**src/rtl/sweep_profile_bank.sv**
```systemverilog
// DDS sweep profile store: indexed slot writes plus a step-driven playback sequencer
// that replays slots 0..last_idx, optionally looping, with write-to-load bypass.

module sweep_profile_slot #(
  parameter int WORD_W = 184
) (
  input  logic              clk,
  input  logic              rst_n,
  input  logic              clr,
  input  logic              we,
  input  logic [WORD_W-1:0] din,
  output logic [WORD_W-1:0] dout
);
  logic [WORD_W-1:0] word_q, word_d;

  // Clear first, then write, so a same-cycle write survives the clear.
  always_comb begin
    word_d = word_q;
    if (clr) word_d = '0;
    if (we)  word_d = din;
  end

  always_ff @(posedge clk or negedge rst_n) begin
    if (!rst_n) word_q <= '0;
    else        word_q <= word_d;
  end

  assign dout = word_q;
endmodule

module sweep_profile_bank #(
  parameter int WORD_W = 184,
  parameter int DEPTH  = 12,
  parameter int IDX_W  = 5
) (
  input  logic              clk,
  input  logic              rst_n,
  input  logic              wr_en,
  input  logic [IDX_W-1:0]  wr_idx,
  input  logic [WORD_W-1:0] wr_data,
  output logic              wr_ack,
  output logic              wr_err,
  input  logic              clear,
  input  logic              start,
  input  logic              stop,
  input  logic              step,
  input  logic              loop_en,
  output logic [WORD_W-1:0] play_word,
  output logic [IDX_W-1:0]  play_idx,
  output logic              play_valid,
  output logic              busy,
  output logic              done,
  output logic [IDX_W-1:0]  last_idx,
  output logic              any_valid
);
  typedef enum logic {IDLE, RUN} state_t;

  state_t            state_q, state_d;
  logic [WORD_W-1:0] play_word_q, play_word_d;
  logic [IDX_W-1:0]  play_idx_q, play_idx_d;
  logic [IDX_W-1:0]  last_idx_q, last_idx_d;
  logic              any_valid_q, any_valid_d;
  logic              wr_ack_q, wr_ack_d;
  logic              wr_err_q, wr_err_d;
  logic              done_q, done_d;

  logic                         wr_ok, do_clear, load;
  logic [IDX_W-1:0]             load_idx, last_base;
  logic [WORD_W-1:0]            rd_word;
  logic [DEPTH-1:0][WORD_W-1:0] slot_rd;

  assign wr_ok    = wr_en && ({1'b0, wr_idx} < (IDX_W+1)'(DEPTH));
  assign do_clear = clear && (state_q == IDLE);

  for (genvar g = 0; g < DEPTH; g++) begin : g_slot
    sweep_profile_slot #(.WORD_W(WORD_W)) u_slot (
      .clk  (clk),
      .rst_n(rst_n),
      .clr  (do_clear),
      .we   (wr_ok && (wr_idx == IDX_W'(g))),
      .din  (wr_data),
      .dout (slot_rd[g])
    );
  end

  // Read mux for the slot being loaded; load_idx never exceeds last_idx < DEPTH.
  always_comb begin
    rd_word = '0;
    for (int i = 0; i < DEPTH; i++)
      if (load_idx == IDX_W'(i)) rd_word = slot_rd[i];
  end

  always_comb begin
    state_d     = state_q;
    play_idx_d  = play_idx_q;
    play_word_d = play_word_q;
    done_d      = 1'b0;
    load        = 1'b0;
    load_idx    = '0;
    wr_ack_d    = wr_ok;
    wr_err_d    = wr_en && !wr_ok;

    last_base   = do_clear ? '0 : last_idx_q;
    any_valid_d = do_clear ? 1'b0 : any_valid_q;
    last_idx_d  = last_base;
    if (wr_ok) begin
      any_valid_d = 1'b1;
      last_idx_d  = (wr_idx > last_base) ? wr_idx : last_base;
    end

    // Sequencer decisions use the bound registered before this edge.
    case (state_q)
      IDLE: begin
        if (start && any_valid_q && !clear) begin
          state_d = RUN;
          load    = 1'b1;
        end
      end
      RUN: begin
        if (stop) begin
          state_d = IDLE;
        end else if (step) begin
          if (play_idx_q < last_idx_q) begin
            load     = 1'b1;
            load_idx = play_idx_q + IDX_W'(1);
          end else if (loop_en) begin
            load = 1'b1;
          end else begin
            state_d = IDLE;
            done_d  = 1'b1;
          end
        end
      end
      default: state_d = IDLE;
    endcase

    if (load) begin
      play_idx_d  = load_idx;
      play_word_d = (wr_ok && (wr_idx == load_idx)) ? wr_data : rd_word;
    end
  end

  always_ff @(posedge clk or negedge rst_n) begin
    if (!rst_n) begin
      state_q     <= IDLE;
      play_word_q <= '0;
      play_idx_q  <= '0;
      last_idx_q  <= '0;
      any_valid_q <= 1'b0;
      wr_ack_q    <= 1'b0;
      wr_err_q    <= 1'b0;
      done_q      <= 1'b0;
    end else begin
      state_q     <= state_d;
      play_word_q <= play_word_d;
      play_idx_q  <= play_idx_d;
      last_idx_q  <= last_idx_d;
      any_valid_q <= any_valid_d;
      wr_ack_q    <= wr_ack_d;
      wr_err_q    <= wr_err_d;
      done_q      <= done_d;
    end
  end

  assign play_word  = play_word_q;
  assign play_idx   = play_idx_q;
  assign play_valid = (state_q == RUN);
  assign busy       = (state_q == RUN);
  assign done       = done_q;
  assign last_idx   = last_idx_q;
  assign any_valid  = any_valid_q;
  assign wr_ack     = wr_ack_q;
  assign wr_err     = wr_err_q;
endmodule

```
**config.mk**
```make
export PLATFORM = sky130hd
export DESIGN_NAME = sweep_profile_bank
export DESIGN_NICKNAME = d
export VERILOG_FILES = /design/src/rtl/sweep_profile_bank.sv
export SDC_FILE = /design/constraint.sdc
export NUM_CORES = 2
export LEC_CHECK = 0
export CELL_PAD_IN_SITES_DETAIL_PLACEMENT = 0
export CELL_PAD_IN_SITES_GLOBAL_PLACEMENT = 1
export CORE_MARGIN = 4
export CORE_UTILIZATION = 47
export CTS_CLUSTER_SIZE = 24
export DETAILED_ROUTE_END_ITERATION = 7
export HOLD_SLACK_MARGIN = 0.15
export PLACE_DENSITY_LB_ADDON = 0.1
export SYNTH_ARGS = -nofsm -noshare
export SYNTH_HDL_FRONTEND = slang
export SYNTH_SLANG_ARGS = --single-unit
```
**constraint.sdc**
```tcl
create_clock -name clk -period 4.4 [get_ports clk]
set_input_delay 0.88 -clock clk [delete_from_list [all_inputs] [get_ports clk]]
set_output_delay 0.88 -clock clk [all_outputs]
set_load 0.005 [all_outputs]
```
==> impl_results.md <==
* Outcome: finished, final reports clean
* Hold wc startpoint: g_slot[2].u_slot.dout[41]
* Post-synth top cells: 4690 x nand2_1, 2455 x o21ai_0, 2407 x dfrtp_1
* CTS HTree Levels at 5
* Crit Reg-Reg Endpoint: play_word[142]
* R2R depth at 10
* Post-synth EDFFs at 0
* Non-filler instance count after layout at 16.5k
* DRC violations left at 0
* Mapped Area at 112000 um^2
* Port Buf Inserts at 396
* Final Hold Viols at 0
* Count leader, synth: nand2_1
* Post-route cell area at 130000 um^2
* VDD IR max at approximately 0.00029 V
* Required time worst endpoint at around 5.2 ns
* Die Wd at 497 um
* Synth area leaders: dfrtp_1 54%, nand2_1 16%, o21ai_0 11%
* CP Launch Type: flip-flop
* Logic pwr share at 11.1%
* Synth async-reset ratio at between 90% and 100%
* #FFs+latches synth at 2407
* Total Neg Setup Slack at 0 ns
* Most used flip-flop cell after synthesis: dfrtp_1
* Post-Syn Nets at around 14k
* CTS Root Cell: clkbuf_16
* Internal Power at 38.9 mW
* Chip Height at 497 um
* Highest Clock Rate at ~240 MHz
* CP arrival at 5.01 ns
* Worst-Skew Late Latency at between 0.9 and 1 ns
* Synth-to-Final Area Change at 15.9%
* Net Sw Frac at 26.7%
* Final min period at ~4.2 ns
* Clk buf depth at 4
* Final WS setup at approximately 0.17 ns
* Top Ports at 397
* Mean post-synth cell area at 8.41 um^2
* Initial DRC count at 12.2k
* Via count at about 100k
* P per Cell Area at 408 nW/um^2
* Slew HR at 1.50%
* Post-placement cell count at 16.0k
* Row cnt at approximately 180
* Crit path max fanout at 91
* Initial antenna violation count at 69
* Total wire length at around 450000 um
* Sequential fraction of the synthesis area at 53.6%
* Nets at 13.4k
* # setup viols final at 0
* Post-synth top area share at 53.6%
* FF-to-FF Start: play_idx[0]
* Hold Path End: g_slot[2].u_slot.dout[41]
* RD Place Congestion at 0.899
* Largest net degree at the start of global routing at approximately 220
* Yosys warning count at 0
* Fin crit share at 96.2%
* Vias in the first global route at 98.0k
* Min-delay worst type: reg2reg
* Die area at 247000 um^2
* All-Layer GR Usage at a little over a third
* Clk sinks at 2407
* Worst Max-Slew Pin Slew at 1.47 ns
* Clk pin slew, worst setup/hold paths at 0.06 ns
* Area of the core at 238000 um^2
* Leak pwr at roughly 54 nW
* Placed inst area at 121000 um^2
* R2R setup slack at 0.17 ns
* Total power at 53.2 mW
* Register share of total power at 45.1%
* Pre-CTS worst setup slack at around 0.16 ns
* Mapped Cells at 13.4k
* Synth cell types at 83
* DRT Pass-1 Iters at 8
* Fraction of layout cells with a size suffix above 1 at 7.74%
* ANT nets after route at 0
* Num CTS Buffers at around 290
* Initial Util at between 40% and 50%
* CP Capture Type: flip-flop
* First-pass GRT wire length at ~670000 um
* Via density at ~6
* GRT overflow at 0
* Max Cap Viol at 0
* CTS tree: done
* DR WL/cell at 27.1 um
* Dpl hpwl at 265000 um
* Finished Core Util at 54.8%
* Clock share of power at 43.8%
* Slew Viols, Final at 0
* Clock Skew at 0.0376 ns
* P_sw at 14.2 mW
* CP Class: reg2reg
* Hold WS at 0.520 ns
* RSZ-0062 raised after global routing: false
* WHS Path Cells at 2
* Largest area contributor in the netlist: dfrtp_1
critical path, cell delays in order (launching register included):
cell and delay, ns:
dfrtp_4 0.59, ha_4 0.24, xnor2_1 0.82, o22ai_2 0.51, o221a_1 0.35, o32ai_1 0.18
nand4_1 0.28, buf_12 0.36, or3_1 0.46, o21ai_0 0.09, a31oi_1 0.06
sequential cells by signal (all words and copies together), names as in the netlist:
name / count
busy: 1
play_word: 184
done: 1
wr_ack: 1
any_valid: 1
wr_err: 1
g_slot.u_slot.dout: 2208
play_idx: 5
last_idx: 5
layer usage:
| metal | share of wire, % | track usage, % |
|---|---|---|
| met5 | 0.046 | 0 |
| met4 | 5.7 | 18.3 |
| met3 | 8.3 | 5.98 |
| met2 | 45 | 55.1 |
| met1 | 41 | 48.4 |
power groups by stage:
| stage | sequential, mW | clock [mW] | combinational [mW] |
|---|---|---|---|
| after floorplan | 23.8 | 0 | 2.35 |
| after global placement | 24.4 | 0 | 5.77 |
| after detailed placement | 24.3 | 0 | 5.84 |
| after CTS | 24.0 | 23.6 | 5.86 |
| after global routing | 24.0 | 24.4 | 6.30 |
| final | 24.0 | 23.3 | 5.91 |
repair_timing:
action	in CTS	in global routing
gates resized for setup	0	1
buffers inserted	0	0
hold endpoints to repair	38	0
hold buffers	1	0
endpoints found under the setup margin	0	21
kinds of logic after synthesis:
logic type	share of synthesized area (%)
DFF	53.6
and+or+nand+nor	19.4
buffers and inverters	4.90
adders and majority gates	0.111
muxes	0.366
AOI/OAI and AO/OA	21.6
xor gates and xnor gates	0.0312
worst max path at each step:
stage | from | to | slack (ns) | cells past startpoint
CTS | play_idx[0] | play_word[147] | 0.17 | 10
global route | play_idx[0] | play_word[75] | 0.19 | 11
global placement | play_idx[0] | play_word[147] | 0.12 | 10
floorplan | clear | last_idx[0] | 0.84 | 13
detailed placement | stop | play_word[158] | 0.16 | 12
finish | play_idx[0] | play_word[142] | 0.17 | 10
cell type report:
cell class / count / area [um^2]
fillers: 21300 / 108000
flip-flops and latches: 2407 / 60200
multi-input cells: 9594 / 46900
repair buffers: 846 / 9930
clock buffers: 421 / 8520
well taps: 3167 / 3960
clock inverters: 48 / 498
diodes: 41 / 103
inverters: 15 / 56.3
layout by cell type (no fill, tap or decap), types with 14 or more instances in the layout:
cell type	count
nand2_1	4685
o21ai_0	2455
dfrtp_1	2406
clkdlybuf4s50_1	395
a21oi_1	322
clkbuf_16	295
nor2_1	289
buf_4	244
a221oi_1	234
buf_12	205
o22ai_1	173
a22oi_1	143
or3_1	110
o211ai_1	94
nand2b_1	88
nand3_1	87
nor3_1	83
o221ai_1	83
and3_1	74
o21ai_1	74
clkbuf_8	66
a22o_1	60
clkbuf_1	60
a211oi_1	55
a222oi_1	52
o22a_1	51
diode_2	41
a31oi_1	39
o221a_2	38
clkinv_2	29
o221ai_2	26
a21boi_0	26
mux2i_1	22
mux2_2	17
nor2_4	16
inv_1	14
(Power assumes the default switching activity.)
